`src/rtl/regfile_writeback_queue_pkg.sv`:
```
// rtl/regfile_writeback_queue_pkg.sv - shared widths, default depth and entry type for the writeback queue
// Register file is 8 entries wide; these defaults size the queue and its forwarding search.
package regfile_writeback_queue_pkg;

  localparam int REGISTER_ADDRESS_BITS = 3;
  localparam int REGISTER_DATA_BITS    = 8;
  localparam int WB_QUEUE_DEPTH        = 4;

  typedef struct packed {
    logic [REGISTER_ADDRESS_BITS-1:0] addr;
    logic [REGISTER_DATA_BITS-1:0]    data;
  } wb_entry_t;

endpackage

```
`src/rtl/regfile_writeback_queue_forward_match.sv`:
```
// rtl/regfile_writeback_queue_forward_match.sv - age-ordered search of pending writes for a register index
// Used only when WB_FORWARD_EN is defined; the youngest matching entry supplies the data.
module wb_forward_match
  import regfile_writeback_queue_pkg::*;
#(
  parameter int ADDR_BITS = REGISTER_ADDRESS_BITS,
  parameter int DATA_BITS = REGISTER_DATA_BITS,
  parameter int DEPTH     = WB_QUEUE_DEPTH,
  parameter int PTR_BITS  = $clog2(DEPTH)
) (
  input  logic [ADDR_BITS-1:0] addr_q [DEPTH],
  input  logic [DATA_BITS-1:0] data_q [DEPTH],
  input  logic [PTR_BITS-1:0]  rd_ptr,
  input  logic [PTR_BITS:0]    count,
  input  logic [ADDR_BITS-1:0] fwd_addr,
  output logic                 fwd_hit,
  output logic [DATA_BITS-1:0] fwd_data
);

  logic [PTR_BITS-1:0] idx;

  // Walk oldest to youngest so a later match overrides an earlier one.
  always_comb begin
    fwd_hit  = 1'b0;
    fwd_data = '0;
    idx      = rd_ptr;
    for (int k = 0; k < DEPTH; k++) begin
      idx = rd_ptr + PTR_BITS'(k);
      if (((PTR_BITS+1)'(k) < count) && (addr_q[idx] == fwd_addr)) begin
        fwd_hit  = 1'b1;
        fwd_data = data_q[idx];
      end
    end
  end

endmodule

```
`src/rtl/regfile_writeback_queue.sv`:
```
// rtl/regfile_writeback_queue.sv - in-order writeback queue feeding the register file write port
// Optional bypass lookup of pending writes is enabled by defining WB_FORWARD_EN.
module regfile_writeback_queue
  import regfile_writeback_queue_pkg::*;
#(
  parameter int ADDR_BITS = REGISTER_ADDRESS_BITS,
  parameter int DATA_BITS = REGISTER_DATA_BITS,
  parameter int DEPTH     = WB_QUEUE_DEPTH
) (
  input  logic                     clk,
  input  logic                     reset,
  input  logic                     req_valid,
  output logic                     req_ready,
  input  logic [ADDR_BITS-1:0]     req_addr,
  input  logic [DATA_BITS-1:0]     req_data,
  input  logic                     wr_stall,
  output logic [ADDR_BITS-1:0]     wr_addr,
  output logic                     wr_enable,
  output logic [DATA_BITS-1:0]     wr_data,
  output logic [$clog2(DEPTH):0]   count,
  output logic                     empty
`ifdef WB_FORWARD_EN
  ,
  input  logic [ADDR_BITS-1:0]     fwd_addr,
  output logic                     fwd_hit,
  output logic [DATA_BITS-1:0]     fwd_data
`endif
);

  localparam int PTR_BITS = $clog2(DEPTH);

  logic [PTR_BITS-1:0]  rd_ptr;
  logic [PTR_BITS-1:0]  wr_ptr;
  logic [PTR_BITS:0]    count_q;
  logic [ADDR_BITS-1:0] addr_q [DEPTH];
  logic [DATA_BITS-1:0] data_q [DEPTH];
  logic                 push;
  logic                 pop;

  assign empty     = (count_q == '0);
  assign req_ready = (count_q != (PTR_BITS+1)'(DEPTH));
  assign wr_enable = !empty && !wr_stall;
  assign push      = req_valid && req_ready;
  assign pop       = wr_enable;
  assign count     = count_q;
  assign wr_addr   = empty ? '0 : addr_q[rd_ptr];
  assign wr_data   = empty ? '0 : data_q[rd_ptr];

  // Power-of-two depth lets the pointers wrap naturally; count alone decides full/empty.
  always_ff @(posedge clk or negedge reset) begin
    if (!reset) begin
      rd_ptr  <= '0;
      wr_ptr  <= '0;
      count_q <= '0;
    end else begin
      if (push) wr_ptr <= wr_ptr + 1'b1;
      if (pop)  rd_ptr <= rd_ptr + 1'b1;
      case ({push, pop})
        2'b10:   count_q <= count_q + 1'b1;
        2'b01:   count_q <= count_q - 1'b1;
        default: count_q <= count_q;
      endcase
    end
  end

  // Entry storage needs no reset: the count gates every read of it.
  always_ff @(posedge clk) begin
    if (push) begin
      addr_q[wr_ptr] <= req_addr;
      data_q[wr_ptr] <= req_data;
    end
  end

`ifdef WB_FORWARD_EN
  wb_forward_match #(
    .ADDR_BITS (ADDR_BITS),
    .DATA_BITS (DATA_BITS),
    .DEPTH     (DEPTH),
    .PTR_BITS  (PTR_BITS)
  ) u_forward_match (
    .addr_q   (addr_q),
    .data_q   (data_q),
    .rd_ptr   (rd_ptr),
    .count    (count_q),
    .fwd_addr (fwd_addr),
    .fwd_hit  (fwd_hit),
    .fwd_data (fwd_data)
  );
`endif

endmodule

```
`config.mk`:
```
export PLATFORM = sky130hd
export DESIGN_NAME = regfile_writeback_queue
export DESIGN_NICKNAME = d
export VERILOG_FILES = /design/src/rtl/regfile_writeback_queue_pkg.sv /design/src/rtl/regfile_writeback_queue_forward_match.sv /design/src/rtl/regfile_writeback_queue.sv
export SDC_FILE = /design/constraint.sdc
export NUM_CORES = 1
export LEC_CHECK = 0
export BUFFER_PORTS_ARGS = -buffer_cell sky130_fd_sc_hd__buf_2
export CAP_MARGIN = 20
export CORE_MARGIN = 2
export CORE_UTILIZATION = 50
export DETAILED_ROUTE_END_ITERATION = 10
export PLACE_DENSITY = 0.74
export SYNTH_ARGS = -nofsm -noshare
export SYNTH_HDL_FRONTEND = slang
export SYNTH_HIERARCHICAL = 1
export SYNTH_SLANG_ARGS = --single-unit
```
`constraint.sdc`:
```
create_clock -name clk -period 2.1 [get_ports clk]
set_input_delay 0.105 -clock clk [delete_from_list [all_inputs] [get_ports clk]]
set_output_delay 0.105 -clock clk [all_outputs]
set_load 0.01 [all_outputs]
```
==> impl_metrics.json, run 1 <==
{
  "hold_depth": 1,
  "crit_path_end_kind": "register",
  "yosys.area_share.simple": 0.0665,
  "finalWirelength_um": 3220,
  "via_per_inst": 5.23,
  "seqCellArea_um2": 1500,
  "areaGrowthSynthToFinish_pct": 17.2,
  "cts_buffers": 5,
  "cts.sinks": 51,
  "rows": 23,
  "grt_pass1_wl_um": 5220,
  "cts_root_buf": "clkbuf_8",
  "final_area_um2": 2450,
  "fin_util": 0.612,
  "fmax_ghz": 0.497,
  "ant_nets": 0,
  "drv_cap": 0,
  "synth_compound_area_frac": 0,
  "p_per_area_nw_per_um2": 1370,
  "worst-r2r-setup-slack_ns": 0.09,
  "ys_ff_latch": 51,
  "route.detailed.drc": 0,
  "wire_per_inst_um": 16.1,
  "clk_pin_slew_ns": 0.09,
  "maxSlewHeadroom": 0.622,
  "fp.dieH_um": 68.6,
  "fp.dieArea_um2": 4710,
  "core_area_um2": 4000,
  "synthTopCellsByArea": "edfxtp_1 63%, mux4_2 12%, dfrtp_1 8.4%",
  "ys_types": 19,
  "drive_gt1_frac": 0.447,
  "met2_usage": 0.284,
  "synth_common_cells": "44 x edfxtp_1, 11 x mux4_2, 11 x nor2b_1",
  "gp_congestion": 0.644,
  "grt_use_total": 0.161,
  "start_util": 0.522,
  "hpwl_um": 2260,
  "worst-path-max-fanout": 3,
  "synth_top_family_by_area": "multiplexers",
  "synth_fa_ha_area_frac": 0.0396,
  "h-tree-depth": 2,
  "drt_iter0_markers": 38,
  "synth-seq-area-share": 0.717,
  "skew_ns": 0.00691,
  "avgSynthCellArea_um2": 19.7,
  "multi_input_area_um2": 562,
  "instances_no_fill": 200,
  "grt_max_degree": 16,
  "busiest_layer": "met2",
  "synth_top_flop_cell": "edfxtp_1",
  "first_pass_iters": 4,
  "synth_xor_area_frac": 0.0252,
  "r2r_end": "count[2]",
  "min_period_over_period": 0.959,
  "cts_tree": "yes",
  "portBuffers": 31,
  "startpoint_type": "register",
  "grt-ovfl-total": 0,
  "hold_class": "in2reg",
  "maxSlewViolCount": 0,
  "worst_pin_slew_ns": 0.567,
  "post-synth-top-area-fraction": 0.633,
  "finalCriticalPeriod_ns": 2.01,
  "vias": 1046,
  "hold_path_end": "data_q[3][6]",
  "hold_start": "req_data[6]",
  "syn_inst": 106,
  "ios": 32,
  "die_x_um": 68.6,
  "ys_async_sr_fraction": 0.137,
  "dp_cells": 189,
  "worstSetupPathType": "reg2reg",
  "fillers": 306,
  "worst_skew_pair.late_latency_ns": 0.30,
  "cts_buffer_depth": 2,
  "synth.mux.area_fraction": 0.131,
  "syn_nets": 127,
  "synth_enable_flop_cells": 44,
  "grt_antenna_before_repair": 0,
  "yosys_warnings": 6,
  "rr_worst_depth": 9,
  "nets": 170,
  "vdd_drop_max_v": 0.000798,
  "critPathArrivalTime_ns": 2.23,
  "holdWs_ns": 0.00899,
  "hold_violations": 0,
  "placed_cell_area_um2": 2330,
  "yosysMostFrequentCell": "edfxtp_1",
  "rsz0062_at_grt": "yes",
  "grt_pass1_vias": 1102,
  "syn_area_um2": 2090,
  "leakage_uw": 0.000930,
  "crit_required_ns": 2.32,
  "setup_violations": 0,
  "diodes": 0,
  "status": "completed",
  "synth_area_leader_cell": "edfxtp_1",
  "grtUsageMet1": 0.190,
  "reg2reg_from": "count[1]",
  "grtUsageMet3": 0.0471
}
-- per-layer routing --
layer	share of wire	wire, um	up-vias
li1	-	-	485
met1	0.43	1390	533
met2	0.51	1650	25
met3	0.048	153	3
met4	0.0099	32	0
met5	0	0	-
-- registers in the layout, summed over array words and instances (netlist names) --
name    flops
count       3
data_q     32
wr_ptr      2
rd_ptr      2
addr_q     12
-- worst max path at each step --
stage	endpoint	from	slack (ns)
floorplan	count[2]	count[1]	0.02
global placement	count[2]	count[1]	0.08
detailed placement	count[2]	count[1]	-0.02
CTS	count[2]	count[1]	0.002
global route	count[2]	count[1]	-0.008
finish	count[2]	count[1]	0.09
-- through the flow --
step	setup slack [ns]	total power [uW]	setup TNS [ns]
2_1_floorplan	0.0226	2380	0
3_3_place_gp	0.0813	2790	0
3_5_place_dp	-0.0152	2840	-0.0152
4_1_cts	0.00224	3390	0
5_1_grt	-0.00789	3590	-0.00789
6_report	0.0869	3350	0
-- cell type report --
cell class | instances | area share
Multi-Input combinational cell | 46 | 0.230
Tap cell | 50 | 0.0256
Timing Repair Buffer | 39 | 0.0890
Inverter | 6 | 0.00921
Sequential cell | 51 | 0.612
Clock inverter | 3 | 0.00614
Clock buffer | 5 | 0.0281
-- timing repair --
item	in CTS	in global routing
setup endpoints to repair	1	1
hold endpoints to repair	7	0
hold buffers	1	0
pin swaps	2	0
buffers inserted	2	0
resized for setup	0	3
-- critical path, cell delays in order, from the launching register on --
cell and delay [ns]:
dfrtp_1 0.40, or3b_4 0.40, and2_4 0.16, inv_2 0.06, ha_4 0.13, inv_2 0.03, fa_2 0.33, xor2_1 0.15
nor2_1 0.11, xor2_1 0.17
-- where the power goes --
group	leakage, uW	internal [uW]	switching (uW)	total, uW
sequential	0.000484	1360	141	1510
clock	0.0000392	226	299	525
combinational	0.000407	701	622	1320
-- cells by family after synthesis --
logic type,Yosys count
flip-flops,51
buffers and inverters,9
AND/OR/NAND/NOR,21
XOR/XNOR,6
multiplexers,13
adder cells (fa/ha/maj),6
-- cell usage in the layout (no fill, tap or decap), drive strengths merged --
master       instances
or3b                 1
fa                   1
and3                 4
clkbuf               5
mux4                11
clkinv               2
dfrtp                7
clkinvlp             1
nor3b                1
inv                  6
mux2                 1
nor2                 2
edfxtp              44
xor2                 4
buf                 38
xnor2                2
ha                   5
nor2b               11
nor3                 1
mux2i                1
dlygate4sd3          1
and2                 1
(Power assumes the default switching activity.)
==> run 2: changes to the inputs <==
--- a/config.mk
+++ b/config.mk
@@ -7,7 +7,6 @@
 export LEC_CHECK = 0
 export BUFFER_PORTS_ARGS = -buffer_cell sky130_fd_sc_hd__buf_2
 export CAP_MARGIN = 20
-export CORE_MARGIN = 2
 export CORE_UTILIZATION = 50
 export DETAILED_ROUTE_END_ITERATION = 10
 export PLACE_DENSITY = 0.74
==> run 2 against run 1 <==
Net effect:
- design area is 0.10% higher
- clock skew is 0.00082 ns higher
- non-clock buffer count stayed put
- core utilization is 0.062 points higher
- final cell count stayed put
- critical endpoint unchanged
- largest power group unchanged
==> impl_metrics.json, run 2 (synthesized netlist as in run 1, its figures left out) <==
{
  "status": "completed",
  "cts_root_buf": "clkbuf_8",
  "skew_ns": 0.00773,
  "diodes": 0,
  "final_common_cell": "edfxtp_1",
  "first_pass_iters": 4,
  "nets": 170,
  "vias": 1051,
  "worst-r2r-setup-slack_ns": 0.04,
  "worst-path-max-fanout": 3,
  "hold_path_end": "addr_q[2][2]",
  "min_period_over_period": 0.980,
  "ant_nets": 0,
  "crit_path_end_kind": "register",
  "worstSetupPathType": "reg2reg",
  "crit_required_ns": 2.29,
  "fin_util": 0.612,
  "largest_reg_flops": 32,
  "finalCriticalPeriod_ns": 2.06,
  "ios": 32,
  "cts_buffer_depth": 2,
  "critPathArrivalTime_ns": 2.25,
  "worst_skew_pair.late_latency_ns": 0.30,
  "die_x_um": 66.6,
  "fp.dieH_um": 66.6,
  "setup_tns_ns": 0,
  "internal-power_uw": 2300,
  "vdd_drop_max_v": 0.000718,
  "via_per_inst": 5.26,
  "drt_iter0_markers": 53,
  "reg2reg_from": "count[0]",
  "fp.dieArea_um2": 4440,
  "startpoint": "count[0]",
  "grt_max_degree": 15,
  "worst_pin_slew_ns": 0.586,
  "grt_pass1_wl_um": 5170,
  "hold_violations": 0,
  "r2r_end": "count[2]",
  "wire_per_inst_um": 16.5,
  "drive_gt1_frac": 0.453,
  "finalWirelength_um": 3310,
  "h-tree-depth": 2,
  "final_cell_mix": "44 x edfxtp_1, 31 x buf_2, 11 x mux4_2, 11 x nor2b_1, 7 x buf_4",
  "setup_slack_ns": 0.0429,
  "grt_pass1_vias": 1053,
  "gp_congestion": 0.692,
  "top_register": "data_q",
  "hold_class": "in2reg",
  "maxSlewViolCount": 0,
  "maxSlewHeadroom": 0.610,
  "clk_pin_slew_ns": 0.09,
  "hpwl_um": 2120,
  "pre_cts_ws_ns": 0.0484,
  "drv_cap": 0,
  "rr_worst_depth": 9,
  "start_util": 0.522,
  "grt_antenna_before_repair": 0,
  "switchingPower_uw": 1070,
  "p_comb_frac": 0.401,
  "rows": 23,
  "cts_buffers": 5,
  "clockPowerShare": 0.158,
  "grt_use_total": 0.172,
  "core_area_um2": 4000,
  "cts.sinks": 51,
  "hold_depth": 1,
  "startpoint_type": "register",
  "grt-ovfl-total": 0,
  "seqPwrFrac": 0.441,
  "rsz0062_at_grt": "yes",
  "portBuffers": 31,
  "route.detailed.drc": 0,
  "p_per_area_nw_per_um2": 1370,
  "cts_tree": "yes",
  "hold_start": "req_addr[2]",
  "leakage_uw": 0.000933,
  "setup_violations": 0,
  "areaGrowthSynthToFinish_pct": 17.3,
  "fmax_ghz": 0.486,
  "swShare": 0.317
}
==> run 2: area by class of cell <==
type                       instances  area (um2)
sequential                        51        1500
inverter                           6        22.5
multi-input combinational         46         567
timing repair buffer              39         218
tap                               50        62.6
clock inverter                     1        5.00
clock buffer                       7        76.3
fill                             298        1550
==> run 2: how the worst max path moves through the flow <==
| stage | cells past startpoint | end |
|---|---|---|
| 2_1_floorplan | 9 | count[2] |
| 3_3_place_gp | 9 | count[2] |
| 3_5_place_dp | 9 | count[2] |
| 4_1_cts | 9 | count[2] |
| 5_1_grt | 9 | count[2] |
| 6_report | 9 | count[2] |
==> run 2: timing repair <==
action	4_1_cts	5_1_grt
resized for setup	0	3
setup buffers	0	2
setup endpoints to repair	0	1
hold buffers	1	0
endpoints found under the hold margin	7	0
==> run 2: power groups by stage <==
stage	Clock, uW	Combinational, uW	Sequential, uW
after floorplan	0	893	1490
after global placement	0	1310	1490
after detailed placement	0	1340	1510
after CTS	539	1340	1490
after global routing	573	1510	1510
final	530	1350	1480
==> run 2: critical path, stage by stage, from the launching register on <==
cell and delay [ns]:
dfrtp_2 0.41, or3b_4 0.41, and2_4 0.16, inv_2 0.06
ha_4 0.13, inv_2 0.04, fa_2 0.37, xor2_1 0.16
nor2_1 0.06, xor2_1 0.15
==> run 2: stage by stage <==
stage / area, um2 / hold slack [ns] / power [uW] / instances
after floorplan: 2090 / -0.191 / 2380 / 106
after global placement: 2330 / -0.0575 / 2800 / 189
after detailed placement: 2330 / -0.0543 / 2850 / 189
after CTS: 2420 / 0.0114 / 3370 / 198
after global routing: 2450 / 0.00925 / 3590 / 200
final: 2450 / 0.0187 / 3360 / 200
==> run 2: per-layer routing <==
layer  track usage  share of wire
met4        0.0957          0.020
met3        0.0377          0.033
met1         0.213           0.42
met5             0              0
met2         0.279           0.53
